==> src/rtl/uart_rx_cfg.sv <==
// Parametrised UART receiver: oversampled, majority-voted, with parity/stop checking.
// Optional break detection is enabled by defining UART_RX_BREAK_DETECT_EN.
module uart_rx_cfg #(
   parameter int CLK_FREQ   = 25000000,
   parameter int BAUD_RATE  = 115200,
   parameter int OVERSAMPLE = 16,
   parameter int DATA_BITS  = 8,
   parameter int PARITY     = 0,
   parameter int STOP_BITS  = 1
) (
   input  logic                 clk,
   input  logic                 rst,
   input  logic                 en,
   input  logic                 rx,
   output logic [DATA_BITS-1:0] data_out,
   output logic                 valid_out,
   output logic                 parity_err,
   output logic                 frame_err,
`ifdef UART_RX_BREAK_DETECT_EN
   output logic                 break_det,
`endif
   output logic                 busy
);
   localparam int DIV = CLK_FREQ / (BAUD_RATE * OVERSAMPLE);
   localparam int M   = OVERSAMPLE / 2;
   localparam int DW  = (DIV > 1) ? $clog2(DIV) : 1;
   localparam int OW  = $clog2(OVERSAMPLE);
   localparam int BW  = $clog2(DATA_BITS);

   if (DIV < 2) begin : g_div_chk
      $error("uart_rx_cfg: CLK_FREQ/(BAUD_RATE*OVERSAMPLE) must be >= 2");
   end

   typedef enum logic [2:0] {IDLE, START, DATA, PAR, STOP} state_t;

   state_t               state;
   logic                 s1, rx_s, rx_d;
   logic [DW-1:0]        div_cnt;
   logic [OW-1:0]        os_cnt;
   logic [BW-1:0]        bit_cnt;
   logic                 stop_cnt;
   logic [DATA_BITS-1:0] shreg;
   logic [1:0]           smp;
   logic                 perr, ferr;
   logic                 fall, tick, vote, par_exp, last_stop, arm;

   always_ff @(posedge clk or posedge rst) begin
      if (rst) begin
         s1   <= 1'b1;
         rx_s <= 1'b1;
         rx_d <= 1'b1;
      end else begin
         s1   <= rx;
         rx_s <= s1;
         rx_d <= rx_s;
      end
   end

   assign fall      = rx_d & ~rx_s;
   assign tick      = en && (div_cnt == DW'(DIV - 1));
   // third sample is the live rx_s at tick M+1
   assign vote      = (smp[0] & smp[1]) | (smp[0] & rx_s) | (smp[1] & rx_s);
   assign par_exp   = (PARITY == 2) ? ^shreg : ~^shreg;
   assign last_stop = (stop_cnt == 1'(STOP_BITS - 1));
   assign busy      = (state != IDLE);

`ifdef UART_RX_BREAK_DETECT_EN
   logic brk_r, brk_now, wait_hi;
   assign brk_now = stop_cnt ? brk_r : ((shreg == '0) && !vote);
   assign arm     = ~wait_hi;
`else
   assign arm = 1'b1;
`endif

   always_ff @(posedge clk or posedge rst) begin
      if (rst) begin
         state      <= IDLE;
         div_cnt    <= '0;
         os_cnt     <= '0;
         bit_cnt    <= '0;
         stop_cnt   <= 1'b0;
         shreg      <= '0;
         smp        <= '0;
         perr       <= 1'b0;
         ferr       <= 1'b0;
         data_out   <= '0;
         valid_out  <= 1'b0;
         parity_err <= 1'b0;
         frame_err  <= 1'b0;
`ifdef UART_RX_BREAK_DETECT_EN
         break_det  <= 1'b0;
         brk_r      <= 1'b0;
         wait_hi    <= 1'b0;
`endif
      end else begin
         valid_out <= 1'b0;
`ifdef UART_RX_BREAK_DETECT_EN
         break_det <= 1'b0;
`endif
         if (!en) begin
            state   <= IDLE;
            div_cnt <= '0;
            os_cnt  <= '0;
         end else begin
            div_cnt <= tick ? '0 : div_cnt + DW'(1);
            if (state == IDLE) begin
               os_cnt <= '0;
`ifdef UART_RX_BREAK_DETECT_EN
               if (wait_hi && rx_s) wait_hi <= 1'b0;
`endif
               if (fall && arm) begin
                  state    <= START;
                  div_cnt  <= '0;
                  bit_cnt  <= '0;
                  stop_cnt <= 1'b0;
                  perr     <= 1'b0;
                  ferr     <= 1'b0;
               end
            end else if (tick) begin
               os_cnt <= (os_cnt == OW'(OVERSAMPLE - 1)) ? '0 : os_cnt + OW'(1);
               if (os_cnt == OW'(M - 1)) smp[0] <= rx_s;
               if (os_cnt == OW'(M))     smp[1] <= rx_s;
               if (os_cnt == OW'(M + 1)) begin
                  case (state)
                     START: if (vote) state <= IDLE;
                     DATA:  shreg <= {vote, shreg[DATA_BITS-1:1]};
                     PAR:   if (vote != par_exp) perr <= 1'b1;
                     STOP: begin
                        // leave at the last stop vote so a back-to-back start edge is seen
                        if (last_stop) begin
                           state      <= IDLE;
                           valid_out  <= 1'b1;
                           data_out   <= shreg;
                           parity_err <= perr;
                           frame_err  <= ferr | ~vote;
`ifdef UART_RX_BREAK_DETECT_EN
                           if (brk_now) begin
                              break_det <= 1'b1;
                              frame_err <= 1'b0;
                              wait_hi   <= 1'b1;
                           end
`endif
                        end else begin
                           ferr <= ferr | ~vote;
                        end
`ifdef UART_RX_BREAK_DETECT_EN
                        if (!stop_cnt) brk_r <= (shreg == '0) && !vote;
`endif
                     end
                     default: ;
                  endcase
               end
               if (os_cnt == OW'(OVERSAMPLE - 1)) begin
                  case (state)
                     START: begin
                        state   <= DATA;
                        bit_cnt <= '0;
                     end
                     DATA: begin
                        if (bit_cnt == BW'(DATA_BITS - 1)) state <= (PARITY != 0) ? PAR : STOP;
                        else bit_cnt <= bit_cnt + BW'(1);
                     end
                     PAR:  state <= STOP;
                     STOP: stop_cnt <= 1'b1;
                     default: ;
                  endcase
               end
            end
         end
      end
   end
endmodule
==> config.mk <==
export PLATFORM = sky130hd
export DESIGN_NAME = uart_rx_cfg
export DESIGN_NICKNAME = d
export VERILOG_FILES = /design/src/rtl/uart_rx_cfg.sv
export SDC_FILE = /design/constraint.sdc
export NUM_CORES = 1
export LEC_CHECK = 0
export ABC_CLOCK_PERIOD_IN_PS = 1700
export BUFFER_PORTS_ARGS = -buffer_cell sky130_fd_sc_hd__buf_4
export CELL_PAD_IN_SITES_DETAIL_PLACEMENT = 2
export CELL_PAD_IN_SITES_GLOBAL_PLACEMENT = 2
export CORE_MARGIN = 3
export CORE_UTILIZATION = 36
export DETAILED_ROUTE_END_ITERATION = 7
export GPL_ROUTABILITY_DRIVEN = 0
export PLACE_DENSITY_LB_ADDON = 0.1
export SYNTH_ARGS = -nofsm -noshare
export SYNTH_HDL_FRONTEND = slang
export SYNTH_SLANG_ARGS = --single-unit
==> constraint.sdc <==
create_clock -name clk -period 1.7 [get_ports clk]
set_input_delay 0.17 -clock clk [delete_from_list [all_inputs] [get_ports clk]]
set_output_delay 0.17 -clock clk [all_outputs]
set_load 0.1 [all_outputs]
=== After elaboration in Yosys (flattened, before gate mapping) ===
Cells that the tools add are included.

* Output and inout port bits: 12
* Logic and storage cells: 113
* Input port bits: 4
* Bits in registers: 41

* Add/sub/neg operators: 3
* Muxes and demuxes: 46
* Bitwise gates (word level): 11
* Eq/ne operators: 15
* Reduce and logical (&&, ||, !) cells: 21

{| class="wikitable"
|+ Operators with widths
! cell !! number
|-
| 2-to-1 mux 3 bit || 14
|-
| 2-to-1 mux 4 bit || 8
|-
| AND reduction 6 bit || 4
|-
| 2-to-1 mux 1 bit || 21
|-
| == test 4 bit, second input constant || 4
|-
| nonzero test 2 bit || 7
|-
| case mux 3 bit (2 select lines) || 2
|-
| AND reduction 5 bit || 2
|-
| case mux 3 bit (3 select lines) || 1
|-
| adder 4 x 1 -> 4 bit, second input constant || 2
|-
| AND reduction 4 bit || 2
|-
| XNOR reduction 8 bit || 1
|-
| == test 3 x 2 -> 1 bit, second input constant || 2
|-
| == test 3 bit, second input constant || 2
|-
| != test 3 bit, second input constant || 2
|-
| nonzero test 3 bit || 2
|-
| AND 1 bit || 4
|-
| == test 4 x 3 -> 1 bit, second input constant || 1
|-
| inverter 1 bit || 4
|-
| adder 3 x 1 -> 3 bit, second input constant || 1
|-
| == test 3 x 1 -> 1 bit, second input constant || 1
|-
| logical NOT 3 bit || 1
|-
| != test 3 x 1 -> 1 bit, second input constant || 1
|-
| OR 1 bit || 3
|-
| other kinds (4) || 4
|}

=== Depth between registers and ports, before layout ===
Gate-level depths: netlist of run 1.

* Word-level depth: 12
* Mapped depth: 9
* Gate-level depth less buffers: 7

=== Worst setup path after synthesis of run 1 ===
No wires, ideal clock.

* Kind: reg-to-reg
* From: register state[2]
* To: register smp[0]
* Slack: -508 ps
* Path buffers: 1
* Stages on the path, launching flop included: 7
* Arrival time: 2083 ps
* Period minus slack after synthesis: 2208 ps
* Cell sequence: dfrtp_1 buf_2 nor3_2 inv_1 nand2_1 nor4b_1 mux2_2

* Cells in the longest elaborated chain, start to end: 3

{| class="wikitable"
|+ RTL lines
! element !! RTL line !! source
|-
| start: declaration || 36 || <nowiki>state_t state;</nowiki>
|-
| start signal: assignment || 160 || <nowiki>if (bit_cnt == BW'(DATA_BITS - 1)) state <= (PARITY != 0) ? PAR : STOP;</nowiki>
|-
| logical NOT 3 bit || 106 || <nowiki>if (state == IDLE) begin</nowiki>
|-
| inverter 1 bit (no line) || n/a ||
|-
| AND reduction 4 bit (no line) || n/a ||
|-
| end signal: assignment || 121 || <nowiki>if (os_cnt == OW'(M - 1)) smp[0] <= rx_s;</nowiki>
|-
| end: declaration || 43 || <nowiki>logic [1:0] smp;</nowiki>
|}

No other way between the ends.
A chain may end at the register's enable or synchronous reset.

=== Worst setup path in the final report of run 1 ===
* From: register div_cnt[1]
* To: register data_out[2]

* Cells in the longest elaborated chain, start to end: 3

{| class="wikitable"
|+ RTL lines
! element !! RTL line !! source
|-
| start: declaration || 38 || <nowiki>logic [DW-1:0] div_cnt;</nowiki>
|-
| start signal: assignment || 105 || <nowiki>div_cnt <= tick ? '0 : div_cnt + DW'(1);</nowiki>
|-
| == test 4 bit || 60 || <nowiki>assign tick = en && (div_cnt == DW'(DIV - 1));</nowiki>
|-
| logical AND 1 bit || 60 ||
|-
| AND reduction 6 bit (no line) || n/a ||
|-
| end signal: assignment || 133 || <nowiki>data_out <= shreg;</nowiki>
|-
| end: declaration || 15 || <nowiki>output logic [DATA_BITS-1:0] data_out,</nowiki>
|}

No other way between the ends.

==> results of run 1 <==
worst paths after layout:
kind,cells after the start,endpoint,startpoint,slack (ns)
setup / recovery,6,data_out[2],div_cnt[1],-0.07
setup reg to reg,6,data_out[2],div_cnt[1],-0.07
max in group asynchronous,3,state[2],rst,1.30
min in group clk,3,state[1],en,0.23
hold reg to reg,0,rx_s,s1,0.36
hold / removal,3,os_cnt[2],rst,0.02
power groups by stage:
| stage | sequential, mW | clock (mW) | combinational, mW |
|---|---|---|---|
| global placement | 1.01 | 0 | 0.113 |
| floorplan | 1.02 | 0 | 0.0714 |
| finish | 0.997 | 0.705 | 0.136 |
| detailed placement | 1.02 | 0 | 0.121 |
| global route | 1.00 | 0.778 | 0.151 |
| CTS | 0.997 | 0.733 | 0.129 |
critical path, delay by kind of cell (launching register included):
kind	cells	cell delay, ns
adder cells (fa/ha/maj)	1	0.17
buffers and inverters	1	0.07
AND/OR/NAND/NOR	3	0.70
multiplexers	1	0.32
flip-flops	1	0.39
flip-flops by register name (all words and copies together), names as in the netlist:
register / count
stop_cnt: 1
smp: 2
shreg: 8
ferr: 1
perr: 1
bit_cnt: 3
div_cnt: 4
frame_err: 1
valid_out: 1
parity_err: 1
data_out: 8
rx_d: 1
s1: 1
os_cnt: 4
state: 3
rx_s: 1
layer usage:
metal  track usage [%]  vias to the layer above  share of wire, %
met5                 0                        -                 0
met4             6.757                        0               1.2
met3             4.260                        6               2.5
met2             36.18                       16                56
met1             21.16                      747                41
li1                  -                      672                 -
cells in the final DEF (no fill, tap or decap), types with 4 or more instances in the layout:
master	count
dfrtp_1	37
a21oi_1	9
nor2_1	7
nand2_1	8
nand3_1	6
buf_4	45
clkbuf_8	7
xnor2_1	7
ha_1	4
mux2_4	18
nor2b_1	4
inv_1	11
cell type report:
class | count | area [um^2] | share of cell area [%]
Clock buffer | 7 | 96.34 | 3.658
Timing Repair Buffer | 48 | 370.4 | 14.06
Sequential cell | 41 | 1031 | 39.14
Inverter | 13 | 52.55 | 1.995
Tap cell | 70 | 87.58 | 3.325
Multi-Input combinational cell | 109 | 991.0 | 37.62
Clock inverter | 1 | 5.005 | 0.1900
cell families after synthesis:
kind of cell    share of synthesized area, %
compound gates                         6.764
xor+xnor                               5.120
fa+ha+maj                              4.930
buf+inv                                4.931
flops                                  52.02
mux                                    13.72
simple gates                           12.52
stage by stage:
stage                     cells  TNS (ns)  instance area, um^2  power, mW
final                       289   -0.8271                 2634      1.838
after global routing        289    -2.185                 2634      1.928
after CTS                   286   -0.2967                 2549      1.859
after detailed placement    274    -1.150                 2405      1.137
after global placement      274   -0.4307                 2405      1.128
after floorplan             167    -1.726                 2058      1.088
what timing repair did:
action,4_1_cts,5_1_grt
hold endpoints to repair,1,0
cloned,1,0
pin swaps,2,4
setup buffers,2,3
setup endpoints to repair,17,26
resized for setup,5,17
hold buffers,1,0
==> impl_metrics.json, run 1 <==
{
  "period_minus_slack_ns": 1.775,
  "ys.flop_type": "dfrtp_1",
  "synth_area_um2": 1979,
  "initial_core_util_pct": 38.03,
  "synthArstFlopShare_pct": 100.0,
  "sw_frac_of_total_pct": 23.39,
  "peakVddDrop_uv": 320.1,
  "antenna_found_initial": 0,
  "internal-power_mw": 1.408,
  "slowest_stage": "dfrtp_1",
  "status": "finished, violations left",
  "grt_max_degree": 42,
  "wl_per_cell_um": 18.84,
  "nNetsFinal": 229,
  "netlist_instances": 167,
  "worst_slack_ns": -0.07496,
  "synth.avg_cell_area_um2": 11.85,
  "firstDrtPassIters": 4,
  "core-area_um2": 5205,
  "synth_top_area_share_pct": 48.04,
  "num_antenna_cells": 0,
  "maxSlewHeadroom_pct": 64.80,
  "row_count": 26,
  "synth_top_area_cell": "dfrtp_1",
  "cts_buffer_depth": 2,
  "die_w_um": 80.15,
  "cts-buffers-inserted": 5,
  "grt_pass1_wl_um": 9183,
  "yosysMostFrequentCell": "dfrtp_1",
  "crit_top_cell": "and3_4",
  "avgViaCountPerCell": 4.986,
  "cp_max_fo": 5,
  "startpoint_type": "flop",
  "die_area_um2": 6424,
  "cts_tree": "built",
  "cts_root_buffer": "clkbuf_8",
  "fmax_mhz": 563.4,
  "whs_ns": 0.02213,
  "skew_ns": 0.003287,
  "min_path_type": "in -> async",
  "worstMarginPinSlew_ns": 0.5280,
  "clkTransAtPathRegs_ns": 0.08,
  "synth.distinct_cells": 37,
  "cts.sinks": 41,
  "end_kind": "flop",
  "remaining_drc_errors": 0,
  "vias": 1441,
  "antenna_left": 0,
  "max-cap-violations": 0,
  "violations": "negative setup slack",
  "area_growth_pct": 33.06,
  "port_buffers": 15,
  "ys_ff_latch": 41,
  "p_clk_share_pct": 38.4,
  "final_util_pct": 50.60,
  "htreeDepth": 2,
  "synth_seq_area_share_pct": 52.02,
  "grt.total_usage_pct": 19.31,
  "insertion_delay_ns": 0.29,
  "worstPathArrival_ns": 1.95,
  "hpwl_um": 3910,
  "synth_area_leaders": "dfrtp_1 (48%), mux2_2 (7.4%), mux2_4 (5.3%)",
  "period_share_pct": 104.4,
  "layout-drive-gt1-share_pct": 47.95,
  "rsz0062_at_grt": "yes",
  "hold_viol": 0,
  "crit_chain": "inv_1 -> ha_2 -> and3_4 -> and3_4 -> and4_4 -> mux2_4",
  "setup_viol": 19,
  "combPwrFrac_pct": 7.4,
  "critPathKind": "reg -> reg",
  "ios": 16,
  "synth_edf_count": 0,
  "wirelength_um": 5446,
  "synthesis.nets": 178,
  "crit_path_max_incr_delay_ns": 0.39,
  "critPathRequiredTime_ns": 1.88,
  "yosysWarnings": 0,
  "grt_pass1_vias": 1719,
  "die_y_um": 80.15,
  "dr.first_iter.drc_count": 69,
  "grt_overflow_total": 0,
  "p_sw_mw": 0.4298,
  "netlist_top_cells_count": "dfrtp_1 (38), inv_1 (13), mux2_2 (13)",
  "power_density_nw_per_um2": 697.7,
  "drv_slew": 0,
  "dp_slack_ns": -0.1111,
  "fillers": 528,
  "leakage_nw": 1.265,
  "p_seq_share_pct": 54.3
}
Note: power is estimated with default switching activity, not from simulation.
==> run 2, diff against run 1 <==
Settings changed: CORE_UTILIZATION 36 to 30, GPL_TIMING_DRIVEN set to 0, SLEW_MARGIN set to 20.
==> impl_metrics.json, run 2 (synthesis gave the netlist of run 1 again) <==
{
  "top_regs": "data_out (8), shreg (8)",
  "cts-buffers-inserted": 5,
  "core-area_um2": 6166,
  "hold_viol": 0,
  "grt_max_degree": 29,
  "startpoint_type": "flop",
  "grt_pass1_vias": 1653,
  "insertion_delay_ns": 0.29,
  "worstMarginPinSlew_ns": 0.3927,
  "min_path_type": "in -> reg",
  "hpwl_um": 3278,
  "rsz0062_at_grt": "yes",
  "crit_buf_inv": 2,
  "cp_top_family": "simple AND/OR/NAND/NOR gates",
  "row_count": 28,
  "crit_chain": "inv_1 -> ha_2 -> and3_4 -> and3_4 -> and4_4 -> buf_12 -> mux2_4",
  "die_area_um2": 7609,
  "antenna_left": 0,
  "vias": 1425,
  "skew_ns": 0.003388,
  "clkTransAtPathRegs_ns": 0.08,
  "period_share_pct": 108.0,
  "tns_ns": -1.570,
  "slowest_stage": "dfrtp_1",
  "drv_slew": 0,
  "crit_top_cell": "and3_4",
  "firstDrtPassIters": 3,
  "cp_max_fo": 8,
  "maxSlewHeadroom_pct": 73.72,
  "nNetsFinal": 228,
  "dp_slack_ns": -0.3318,
  "initial_core_util_pct": 32.10,
  "end_kind": "flop",
  "worstPathArrival_ns": 2.01,
  "grt_overflow_total": 0,
  "grt_pass1_wl_um": 8562,
  "max-cap-violations": 0,
  "htreeDepth": 2,
  "leakage_nw": 1.265,
  "wirelength_um": 5051,
  "cts_buffer_depth": 2,
  "critPathRequiredTime_ns": 1.87,
  "setup_viol": 21,
  "fmax_mhz": 544.6,
  "die_w_um": 87.23,
  "cts_tree": "built",
  "dr.first_iter.drc_count": 33,
  "antenna_found_initial": 0,
  "area_growth_pct": 35.59,
  "crit_path_max_incr_delay_ns": 0.40,
  "fin_cells": 292,
  "status": "finished, violations left",
  "critPathKind": "reg -> reg",
  "avgViaCountPerCell": 4.880,
  "peakVddDrop_uv": 286.7,
  "ios": 16,
  "remaining_drc_errors": 0,
  "wl_per_cell_um": 17.30,
  "cts.sinks": 41,
  "period_minus_slack_ns": 1.836,
  "violations": "negative setup slack",
  "cts_root_buffer": "clkbuf_8",
  "layout-drive-gt1-share_pct": 49.31,
  "grt.total_usage_pct": 14.64,
  "num_antenna_cells": 0,
  "dp_cells": 257,
  "die_y_um": 87.23,
  "worst_slack_ns": -0.1363,
  "power_density_nw_per_um2": 670.7,
  "port_buffers": 14,
  "final_cell_mix": "buf_4 (39), dfrtp_1 (37), mux2_4 (18)",
  "final_common_cell": "buf_4"
}
==> run 2: changes by cell type in the layout (fill, tap and decap cells not counted), moves of 2 or more <==
cell and delta:
nand2_2 +2, nor2_1 +2, nor2_2 -2, nand2_1 -2
inv_2 +2, inv_1 -2, buf_4 -6, buf_12 +3
==> run 2: tightest hold or removal path, delay by kind of cell <==
family | cells | cell delay, ns
buf+inv | 1 | 0.17
compound gates | 2 | 0.14
==> run 2: through the flow <==
stage	power (mW)	hold slack, ns	cell area (um^2)	util (%)
2_1_floorplan	1.088	0.1745	2058	-
3_3_place_gp	1.112	0.2792	2257	36.61
3_5_place_dp	1.124	0.1593	2277	36.93
4_1_cts	1.810	0.2134	2589	41.98
5_1_grt	1.905	0.2623	2684	43.53
6_report	1.800	0.2200	2684	43.53
==> run 2: per-layer routing <==
| metal | global-route usage, % | wire length, um |
|---|---|---|
| met5 | 0 | 0 |
| met4 | 4.742 | 74 |
| met3 | 3.027 | 114 |
| met2 | 26.43 | 2790 |
| met1 | 17.21 | 2072 |
==> run 2: final cells by class <==
class,count,area [um^2]
Fill cell,631,3482
Sequential cell,41,1031
Multi-Input combinational cell,108,1008
Timing Repair Buffer,45,375.4
Tap cell,75,93.84
Clock buffer,7,86.33
Inverter,13,52.55
Buffer,3,36.28
==> run 2: report_power, final <==
part	internal, mW	switching, mW	total (mW)
clock	0.323	0.325	0.647
combinational	0.0656	0.0872	0.153
sequential	0.990	0.0103	1.00
total	1.38	0.422	1.80
==> run 2: timing repair <==
item | CTS | global route
setup buffers | 20 | 8
setup endpoints to repair | 25 | 27
gates resized for setup | 24 | 9
hold endpoints to repair | 11 | 0
pin swaps | 6 | 6
hold buffers | 2 | 0
==> run 2: path summary, 6_finish.rpt <==
kind | from | end | slack [ns] | cells past startpoint
max in group asynchronous | rst | state[0] | 0.83 | 4
hold reg to reg | s1 | rx_s | 0.36 | 0
setup reg to reg | div_cnt[1] | data_out[2] | -0.14 | 7
hold / removal | en | state[0] | 0.22 | 3
min in group asynchronous | rst | smp[1] | 0.40 | 3
setup / recovery | div_cnt[1] | data_out[2] | -0.14 | 7
